==> config.mk <==
export PLATFORM = sky130hd
export DESIGN_NAME = alu_pipe
export DESIGN_NICKNAME = d
export VERILOG_FILES = /design/src/rtl/alu_pipe_pkg.sv /design/src/rtl/alu_pipe_shift_iter.sv /design/src/rtl/alu_pipe.sv
export SDC_FILE = /design/constraint.sdc
export NUM_CORES = 1
export LEC_CHECK = 0
export ABC_AREA = 0
export BUFFER_PORTS_ARGS = -buffer_cell sky130_fd_sc_hd__buf_2
export CORE_MARGIN = 10
export CORE_UTILIZATION = 31
export CTS_CLUSTER_SIZE = 12
export DETAILED_ROUTE_END_ITERATION = 10
export PLACE_DENSITY_LB_ADDON = 0.25
export SYNTH_ARGS = -nofsm -noshare
export SYNTH_HDL_FRONTEND = slang
export SYNTH_SLANG_ARGS = --single-unit
==> constraint.sdc <==
create_clock -name clk -period 2.6 [get_ports clk]
set_input_delay 0.39 -clock clk [delete_from_list [all_inputs] [get_ports clk]]
set_output_delay 0.39 -clock clk [all_outputs]
set_load 0.01 [all_outputs]
==> src/rtl/alu_pipe_pkg.sv <==
// alu_pipe_pkg: shared definitions for the registered ALU pipeline stage.
//   alu_op_e    - operation codes carried on iAluOp (codes 7..15 are undefined)
//   alu_state_e - control FSM states
//   SHIFT_LEFT / SHIFT_RIGHT - direction encoding for the iterative shifter
//   is_shift_op - true for the two variable-amount shift operations
package alu_pipe_pkg;

   typedef enum logic [3:0] {
      ALU_ADD  = 4'd0,
      ALU_SUB  = 4'd1,
      ALU_AND  = 4'd2,
      ALU_OR   = 4'd3,
      ALU_SHL  = 4'd4,
      ALU_SHR  = 4'd5,
      ALU_PASS = 4'd6
   } alu_op_e;

   typedef enum logic {
      ST_IDLE  = 1'b0,
      ST_SHIFT = 1'b1
   } alu_state_e;

   localparam logic SHIFT_LEFT  = 1'b0;
   localparam logic SHIFT_RIGHT = 1'b1;

   function automatic logic is_shift_op(input logic [3:0] op);
      return (op == ALU_SHL) || (op == ALU_SHR);
   endfunction

endpackage

==> src/rtl/alu_pipe_shift_iter.sv <==
// alu_shift_iter: one-bit-per-cycle logical shifter.
//   clk, rst_n : clock, asynchronous active-low reset (aborts any shift)
//   start      : load data/shamt/dir (only issued while the FSM is idle)
//   dir        : SHIFT_LEFT or SHIFT_RIGHT
//   data       : value to shift
//   shamt      : number of single-bit steps to perform
//   done       : high in the cycle whose rising edge performs the final step
//   result     : work register after the step taken at the next edge
//   cout       : bit that the next step shifts out
module alu_shift_iter
   import alu_pipe_pkg::*;
#(
   parameter int WIDTH = 8,
   parameter int SHW   = 3
) (
   input  logic             clk,
   input  logic             rst_n,
   input  logic             start,
   input  logic             dir,
   input  logic [WIDTH-1:0] data,
   input  logic [SHW-1:0]   shamt,
   output logic             done,
   output logic [WIDTH-1:0] result,
   output logic             cout
);

   logic [WIDTH-1:0] work;
   logic [SHW-1:0]   count;
   logic             dir_q;

   // Work register steps once per edge until the counter drains. The
   // owner captures result/cout combinationally at the edge where done is
   // high, so the last step never needs to be stored here first.
   always_ff @(posedge clk or negedge rst_n) begin
      if (!rst_n) begin
         work  <= '0;
         count <= '0;
         dir_q <= SHIFT_LEFT;
      end else if (start) begin
         work  <= data;
         count <= shamt;
         dir_q <= dir;
      end else if (count != '0) begin
         work  <= result;
         count <= count - SHW'(1);
      end
   end

   // Next single-bit step and the bit it drops. Amounts beyond WIDTH
   // (non-power-of-2 widths) simply keep shifting zeros out.
   always_comb begin
      result = work;
      cout   = 1'b0;
      if (dir_q == SHIFT_RIGHT) begin
         result = {1'b0, work[WIDTH-1:1]};
         cout   = work[0];
      end else begin
         result = {work[WIDTH-2:0], 1'b0};
         cout   = work[WIDTH-1];
      end
   end

   assign done = (count == SHW'(1));

endmodule

==> src/rtl/alu_pipe.sv <==
// alu_pipe: registered ALU stage between ID and WB with per-accumulator
// carry/zero/negative flag banks and an iterative variable shifter.
//   clk, rst_n          : clock, asynchronous active-low reset
//   iValid / oReady     : request handshake, accept when both high at an edge
//   iAluOp              : operation (alu_op_e), undefined codes give R=0
//   iAccSel             : flag bank to update (out-of-range selects none)
//   iAluOper1/iAluOper2 : operands
//   iShamt              : shift amount for SHL/SHR
//   oValid              : one-cycle pulse when oAluData/flags were updated
//   oAluData            : registered result, held between completions
//   oFlagC/oFlagZ/oFlagN: flag banks, one bit per accumulator
module alu_pipe
   import alu_pipe_pkg::*;
#(
   parameter  int WIDTH = 8,
   parameter  int NACC  = 2,
   localparam int SHW   = $clog2(WIDTH),
   localparam int ACCW  = ($clog2(NACC) > 0) ? $clog2(NACC) : 1
) (
   input  logic             clk,
   input  logic             rst_n,
   input  logic             iValid,
   output logic             oReady,
   input  logic [3:0]       iAluOp,
   input  logic [ACCW-1:0]  iAccSel,
   input  logic [WIDTH-1:0] iAluOper1,
   input  logic [WIDTH-1:0] iAluOper2,
   input  logic [SHW-1:0]   iShamt,
   output logic             oValid,
   output logic [WIDTH-1:0] oAluData,
   output logic [NACC-1:0]  oFlagC,
   output logic [NACC-1:0]  oFlagZ,
   output logic [NACC-1:0]  oFlagN
);

   alu_state_e       state, state_next;

   logic             accept;
   logic             iter_shift;
   logic             shift_start;
   logic             shift_done;
   logic             shift_cout;
   logic [WIDTH-1:0] shift_result;
   logic [ACCW-1:0]  shift_acc;

   logic [WIDTH:0]   sum;
   logic [WIDTH:0]   diff;
   logic [WIDTH-1:0] single_res;
   logic             single_c;
   logic             single_c_we;
   logic             single_def;

   logic             comp_valid;
   logic [WIDTH-1:0] comp_res;
   logic [ACCW-1:0]  comp_sel;
   logic             comp_flag_we;
   logic             comp_c_we;
   logic             comp_c;

   assign accept      = iValid && oReady;
   assign iter_shift  = is_shift_op(iAluOp) && (iShamt != '0);
   assign shift_start = accept && iter_shift;

   alu_shift_iter #(
      .WIDTH (WIDTH),
      .SHW   (SHW)
   ) u_shift (
      .clk    (clk),
      .rst_n  (rst_n),
      .start  (shift_start),
      .dir    ((iAluOp == ALU_SHR) ? SHIFT_RIGHT : SHIFT_LEFT),
      .data   (iAluOper1),
      .shamt  (iShamt),
      .done   (shift_done),
      .result (shift_result),
      .cout   (shift_cout)
   );

   // Control state register.
   always_ff @(posedge clk or negedge rst_n) begin
      if (!rst_n) begin
         state <= ST_IDLE;
      end else begin
         state <= state_next;
      end
   end

   // Only a shift with a non-zero amount leaves IDLE; everything else
   // completes at its accept edge, giving one operation per cycle.
   always_comb begin
      state_next = state;
      case (state)
         ST_IDLE:  if (shift_start) state_next = ST_SHIFT;
         ST_SHIFT: if (shift_done)  state_next = ST_IDLE;
         default:  state_next = ST_IDLE;
      endcase
   end

   // Ready is purely a function of state, so it stays high through reset.
   always_comb begin
      oReady = (state == ST_IDLE);
   end

   // The flag bank of an iterative shift is remembered from accept time
   // because the request inputs are free to change while shifting.
   always_ff @(posedge clk or negedge rst_n) begin
      if (!rst_n) begin
         shift_acc <= '0;
      end else if (shift_start) begin
         shift_acc <= iAccSel;
      end
   end

   // Single-cycle datapath. Carry/borrow come from a WIDTH+1 wide add or
   // subtract; a shift by zero behaves like PASS and keeps the old carry.
   always_comb begin
      sum         = {1'b0, iAluOper1} + {1'b0, iAluOper2};
      diff        = {1'b0, iAluOper1} - {1'b0, iAluOper2};
      single_res  = '0;
      single_c    = 1'b0;
      single_c_we = 1'b0;
      single_def  = 1'b1;
      case (alu_op_e'(iAluOp))
         ALU_ADD: begin
            single_res  = sum[WIDTH-1:0];
            single_c    = sum[WIDTH];
            single_c_we = 1'b1;
         end
         ALU_SUB: begin
            single_res  = diff[WIDTH-1:0];
            single_c    = diff[WIDTH];
            single_c_we = 1'b1;
         end
         ALU_AND:  single_res = iAluOper1 & iAluOper2;
         ALU_OR:   single_res = iAluOper1 | iAluOper2;
         ALU_PASS: single_res = iAluOper1;
         ALU_SHL,
         ALU_SHR:  single_res = iAluOper1;
         default:  single_def = 1'b0;
      endcase
   end

   // Select which completion (if any) writes the output registers this
   // edge. The two sources are exclusive since accept needs IDLE.
   always_comb begin
      comp_valid   = 1'b0;
      comp_res     = single_res;
      comp_sel     = iAccSel;
      comp_flag_we = single_def;
      comp_c_we    = single_c_we;
      comp_c       = single_c;
      if ((state == ST_SHIFT) && shift_done) begin
         comp_valid   = 1'b1;
         comp_res     = shift_result;
         comp_sel     = shift_acc;
         comp_flag_we = 1'b1;
         comp_c_we    = 1'b1;
         comp_c       = shift_cout;
      end else if (accept && !iter_shift) begin
         comp_valid = 1'b1;
      end
   end

   // Result and flag banks only move on a completion edge. Z/N come from
   // the new result; a select with no matching bank updates no flags.
   always_ff @(posedge clk or negedge rst_n) begin
      if (!rst_n) begin
         oValid   <= 1'b0;
         oAluData <= '0;
         oFlagC   <= '0;
         oFlagZ   <= '0;
         oFlagN   <= '0;
      end else begin
         oValid <= comp_valid;
         if (comp_valid) begin
            oAluData <= comp_res;
            for (int i = 0; i < NACC; i++) begin
               if (comp_flag_we && (comp_sel == ACCW'(i))) begin
                  oFlagZ[i] <= (comp_res == '0);
                  oFlagN[i] <= comp_res[WIDTH-1];
                  if (comp_c_we) begin
                     oFlagC[i] <= comp_c;
                  end
               end
            end
         end
      end
   end

endmodule

After elaboration in Yosys (flattened, before gate mapping). Cells that the tools add are included.

Register bits after elaboration: 29. Input port bits: 27. Output and inout port bits: 16. Logic and storage cells: 69.

$add $sub $neg: 3. Eq/ne operators: 7. Mux-type cells: 21. Bitwise gates (word level): 4. Reduce and logical (&&, ||, !) cells: 21.

Operators by type and width (number): 8-bit case mux with 5 select lines (1); 8-bit two-way mux (4); 4-bit by 3-bit equality test with 1-bit output, second input constant (3); 1-bit two-way mux (12); 8-bit by 8-bit adder with 9-bit output (1); 8-bit by 8-bit subtractor with 9-bit output (1); 8-bit AND (1); 4-bit by 2-bit equality test with 1-bit output, second input constant (2); 8-bit logical NOT (1); 8-bit OR (1); 1-bit logical AND (7); 7-bit OR reduction (1); 3-bit two-way mux (2); 3-bit AND reduction (2); 3-bit nonzero test (2); 4-bit by 1-bit equality test with 1-bit output, second input constant (1); 4-bit logical NOT (1); 1-bit case mux with 2 select lines (2); 2-bit AND reduction (2); 3-bit by 1-bit equality test with 1-bit output, second input constant (1); 3-bit OR reduction (1); 3-bit by 1-bit subtractor with 3-bit output, second input constant (1); 1-bit inverter (2); 2-bit nonzero test (1); other kinds (3) (3).

Depth between registers and ports, before layout.
Depth after elaboration: 8. Mapped depth: 10. Gate-level depth less buffers: 10.

By module. Synthesis repeated with hierarchy kept, for this count alone.

Cells, all modules: 294. Area, all modules: 2673.8 um2.

Modules (own cells, without submodules): alu_pipe (times used 1, cells an instance 228, area an instance 1953.1 um2, seq. area each 425.4 um2); alu_shift_iter (times used 1, cells an instance 66, area an instance 720.7 um2, seq. area each 300.3 um2).

Worst setup path after synthesis. Ideal clock, no wire load.

Kind: input -> register. Start point: in iAluOper1[1]. End point: reg oFlagZ[0]. Setup time: 0.095 ns. Arrival: 2.258 ns. Required time: 2.505 ns. Slack: 0.247 ns. Cell stages on the path: 9. Buffers on the path: 0. Path through: inv_1 -> ha_1 -> or2_2 -> a211oi_1 -> and3_2 -> nor4b_1 -> or3_4 -> nand4b_1 -> o31ai_1.

Cells in the longest elaborated chain, start to end: 4. Elaborated cells between the ends (all ways): 7. Classes of those cells: add/sub (2); mux (2); bitwise (2); reduce/logical (1).

Ends and longest elaborated chain: start, declared (line alu_pipe.sv:26) `input logic [WIDTH-1:0] iAluOper1,`; 8-bit by 8-bit subtractor with 9-bit output, or another cell as far along (line alu_pipe.sv:118) `diff = {1'b0, iAluOper1} - {1'b0, iAluOper2};`; 8-bit case mux with 5 select lines * (line alu_pipe.sv:123) `case (alu_op_e'(iAluOp))`; 8-bit two-way mux * (line alu_pipe.sv:152) `if ((state == ST_SHIFT) && shift_done) begin`; 8-bit logical NOT * (line alu_pipe.sv:179) `oFlagZ[i] <= (comp_res == '0);`; end signal, assigned by index (line alu_pipe.sv:179); end, declared (line alu_pipe.sv:32) `output logic [NACC-1:0] oFlagZ,`.

Every way passes the cells marked *; elsewhere a longest branch is shown, timed or not. A chain may end at the register's enable or synchronous reset.

Final worst setup path.
Start point: in iAluOper1[0]. End point: reg oFlagZ[1].

Same word-level chain as after synthesis.

==> results <==
- Once layout is done, the placed cells without fillers occupy around 3400 um2.
- For this run, the number of Yosys warnings is 0.
- The largest buffer count on any clock path is 2.
- By area the synthesized netlist is led by dfrtp_1 28%, ha_1 13%, mux2_2 5.1%.
- In this run the power density over the cells is around 700 nW/um2.
- The final count of hold timing violations is 0.
- The number of primary I/O pins is 43.
- The vertical extent of the die is between 100 and 150 um.
- The total negative slack for setup checks is 0 ns.
- The die covers approximately 13000 um2.
- In the final layout, the multi-input gates occupy roughly 1800 um2.
- The final weighted congestion in routability-driven placement is slightly below 0.9.
- The number of DRC markers after the initial detailed-route iteration is 191.
- The clock-pin slew reported for the worst setup and hold paths after clock tree synthesis is approximately 0.060 ns.
- The maximum single-stage delay on the critical path is around 0.40 ns.
- Summing every instance area after synthesis gives ~2600 um2.
- The number of different library cells used by synthesis comes to between 50 and 60.
- The layout overhead on the synthesized area is 27.71%.
- The most common cell after layout, fill and taps aside is buf_4.
- The first global-routing pass estimated 12950 um of wire.
- The type of the worst setup path is input pin to flip-flop.
- Using the TritonRoute via totals, the vias-per-cell ratio works out to 5.124.
- The pre-antenna-repair detailed-routing pass consisted of 4 iterations.
- The number of pins exceeding their max-slew limit in the final report is 0.
- Setup violations remaining at the end of the flow were counted as 0.
- The fraction of final layout cells sized beyond drive strength 1 is 0.3127.
- In this run, post-CTS hold repair placed 0 buffers.
- The repair_antennas step left the layout with diodes totalling 0.
- The leakage component of the power is ~0.0017 uW.
- Internal power comes to 1443 uW.
- The clock skew is around 0.0057 ns.
- Based on the critical path, the design can be clocked at up to around 0.4 GHz.
- The share of total power dissipated in sequential elements is 0.339.
- The maximum net fanout on the critical path is 3.
- The top cell type's share of synthesized area is 0.2757.
- The number of standard cells in the layout, taps in and fillers out is around 490.
- The via count of the first global-routing pass is ~2600.
- The type of the tightest min-delay check is input pin to asynchronous set/reset pin.
- In the layout the commonest cells are 43 x buf_4, 42 x buf_2, 30 x nand2_1.
- The cell count after placement is a little under 500.
- At the later pin of the worst-skew pair, clock insertion delay measures 0.28 ns.
- After detailed routing, the average wire length per cell comes to 16.02 um.
- The root buffer cell is clkbuf_8.
- The category of the worst setup path launch point is an input pin.
- The master of the slowest instance on the critical path is fa_1.
- The switching power is slightly above 900 uW.
- Setup repair after global routing left no endpoint under its margin.
- The post-route fraction of the period consumed by the critical path is 0.9436.
- In the final layout, flip-flops and latches occupy 725.7 um2.
- For the pin with the worst max-slew slack, the measured transition is between 0.6 and 0.7 ns.
- STA classifies the critical path endpoint as a flip-flop.
- For this run, design rule violations remaining after detail routing come to 0.
- Across the run, the number of max-cap violations was 0.
- The run finished with clean final reports.
- In this run the core area contains 33 standard-cell rows.
- The cell count after synthesis came out at 308.
- Counting flops and latches in the post-synthesis netlist gives 29.
- The placeable core area is just over 8000 um2.
- For this run, the register share of the synthesized area comes to 0.2757.
- The depth of the most critical reg-to-reg path is 9.
- The per-instance average area after synthesis is roughly 8.5 um2.
- For this run, the post-layout net count is roughly 440.
- The dominant cell type by area after synthesis is dfrtp_1.
- Data on the critical path arrives at its endpoint at roughly 2.6 ns.
- The overall track demand over capacity in global routing is 0.1212.
- Among cell families on the critical path, the largest total delay comes from compound AO/OA/AOI/OAI gates.
- STA puts the critical path data required time at approximately 2.8 ns.
- The critical path buffer and inverter count is 2.
- Counting flops with an async set or reset pin after synthesis yields a share of 1.000.
- Entering global routing, the biggest net connects 30 pins.
- The routed design has 7880 um of wire.
- Input and output buffers added on the ports amount to 42.
- The relative max-transition margin is 0.5453.
- The setup slack of the worst register-to-register path is between 0.15 and 0.2 ns.
- Once detail routing completed, the nets flagged for antenna violations numbered 0.
- The signal on the critical path passes through buf_2 > inv_1 > ha_1 > fa_1 > o21bai_1 > a21oi_2 > mux2i_1 > o31a_1 > nor4_2 > nand4b_1 > o31ai_1.
- The number of enable-type register cells in the synthesized netlist is 0.
- The TritonCTS clock tree is yes.
- For this run the aggregate overflow at the end of global routing stands at 0.
- Counting every sink on the clock net gives 29.
- The combinational share of power is 0.487.
- The die boundary width is about 110 um.
- The number of antenna violations at the first check in global routing is 0.
- The startpoint identified for the worst register-to-register timing path is u_shift.count[1]$_DFFE_PN0P_.
- Of the total power, the clock network draws 0.174.
- Counting every net in the synthesized netlist gives 364.
- The worst hold slack across all endpoints is 0.1481 ns.
- In the synthesized netlist the dominant register cell turns out to be dfrtp_1.
- The filler cells instantiated in the layout total approximately 860.
- The endpoint identified for the worst register-to-register timing path is oFlagZ[1]$_DFFE_PN0P_.
- In this run the number of H-tree levels came out at 2.
- The worst-case IR drop observed on VDD is about 0.00022 V.
- The time the worst path needs with I/O delays and setup is roughly 2.5 ns.
- The area of placed instances is about 3200 um2.
- The number of buffers created by CTS is 5.
- The initial core utilization is 0.3188.
- The switching part of the total power is 0.3855.
- The via count is approximately 2500.
- The post-DP HPWL is just over 6000 um.
-- worst max path at each step --
stage / to / start / cells after the start
2_1_floorplan: oFlagZ[0]$_DFFE_PN0P_ / iAluOper1[1] / 9
3_3_place_gp: oFlagZ[1]$_DFFE_PN0P_ / iAluOper1[0] / 11
3_5_place_dp: oFlagZ[1]$_DFFE_PN0P_ / iAluOper1[0] / 11
4_1_cts: oFlagZ[1]$_DFFE_PN0P_ / iAluOper1[0] / 11
5_1_grt: oFlagZ[1]$_DFFE_PN0P_ / iAluOper1[1] / 11
6_report: oFlagZ[1]$_DFFE_PN0P_ / iAluOper1[0] / 11
-- power groups by stage --
stage	logic (uW)	registers (uW)	clock network [uW]
after global placement	1110	796	0
after detailed placement	1130	799	0
after floorplan	705	817	0
final	1140	795	409
after global routing	1280	825	440
after CTS	1140	793	421
-- layout make-up --
class                           count  share of cell area
Inverter                           25             0.02791
Multi-Input combinational cell    239              0.5225
Tap cell                          105             0.03908
Timing Repair Buffer               86              0.1645
Clock buffer                        7             0.02866
Sequential cell                    29              0.2159
Clock inverter                      1            0.001489
-- cell usage after synthesis (3+ instances only) --
library cell / n
a211oi_1: 4
a21oi_1: 18
a2bb2oi_1: 7
a31oi_1: 7
buf_2: 4
clkbuf_1: 5
dfrtp_1: 29
ha_1: 27
inv_1: 24
mux2_2: 12
mux2i_1: 11
nand2_1: 30
nand2b_1: 3
nand3_1: 6
nand3b_1: 4
nor2_1: 21
nor2b_1: 5
nor3_1: 4
o211ai_1: 7
o21ai_0: 24
o21bai_1: 3
o311a_1: 3
o31ai_1: 3
or2_2: 3
or3_1: 4
-- per-stage QoR --
stage	setup slack, ns	power [uW]	utilization
5_1_grt	0.02159	2545	0.4071
3_5_place_dp	-0.1814	1930	0.3885
6_report	0.1467	2348	0.4071
2_1_floorplan	0.2470	1522	-
3_3_place_gp	-0.1011	1908	0.3885
4_1_cts	0.05356	2350	0.4008
-- registers in the layout, indices dropped and copies added (netlist names) --
signal         count
oFlagZ             2
oFlagC             2
oFlagN             2
state              1
shift_acc          1
oAluData           8
u_shift.count      3
u_shift.work       8
u_shift.dir_q      1
oValid             1
-- metal layers --
layer  track usage  part of all wire  vias up  wire, um
met4       0.03638             0.016        0       128
met3       0.01917             0.037       13       295
li1              -                 -     1259         -
met2        0.2078              0.50       65      3937
met1        0.1520              0.45     1184      3519
met5             0                 0        -         0
-- worst reg2reg max path, delay by kind of cell (launching register included) --
family / cells / cell delay [ns]
and+or+nand+nor: 4 / 1.09
AOI/OAI and AO/OA: 3 / 0.61
DFF: 1 / 0.34
adders and majority gates: 1 / 0.21
buffers and inverters: 1 / 0.07
-- timing repair --
action,CTS,global route
resized for setup,0,5
endpoints found under the setup margin,0,2
setup buffers,0,3
-- cell families (layout without fill, tap and decap cells) --
kind of cell | Yosys count | in the layout | share of synthesized area
compound gates | 91 | 91 | 0.2291
xor+xnor | 2 | 2 | 0.006655
fa+ha+maj | 29 | 29 | 0.1435
buf+inv | 40 | 119 | 0.06844
flops | 29 | 29 | 0.2757
mux | 23 | 23 | 0.09316
simple gates | 94 | 94 | 0.1835
Note: power is estimated with default switching activity, not from simulation.
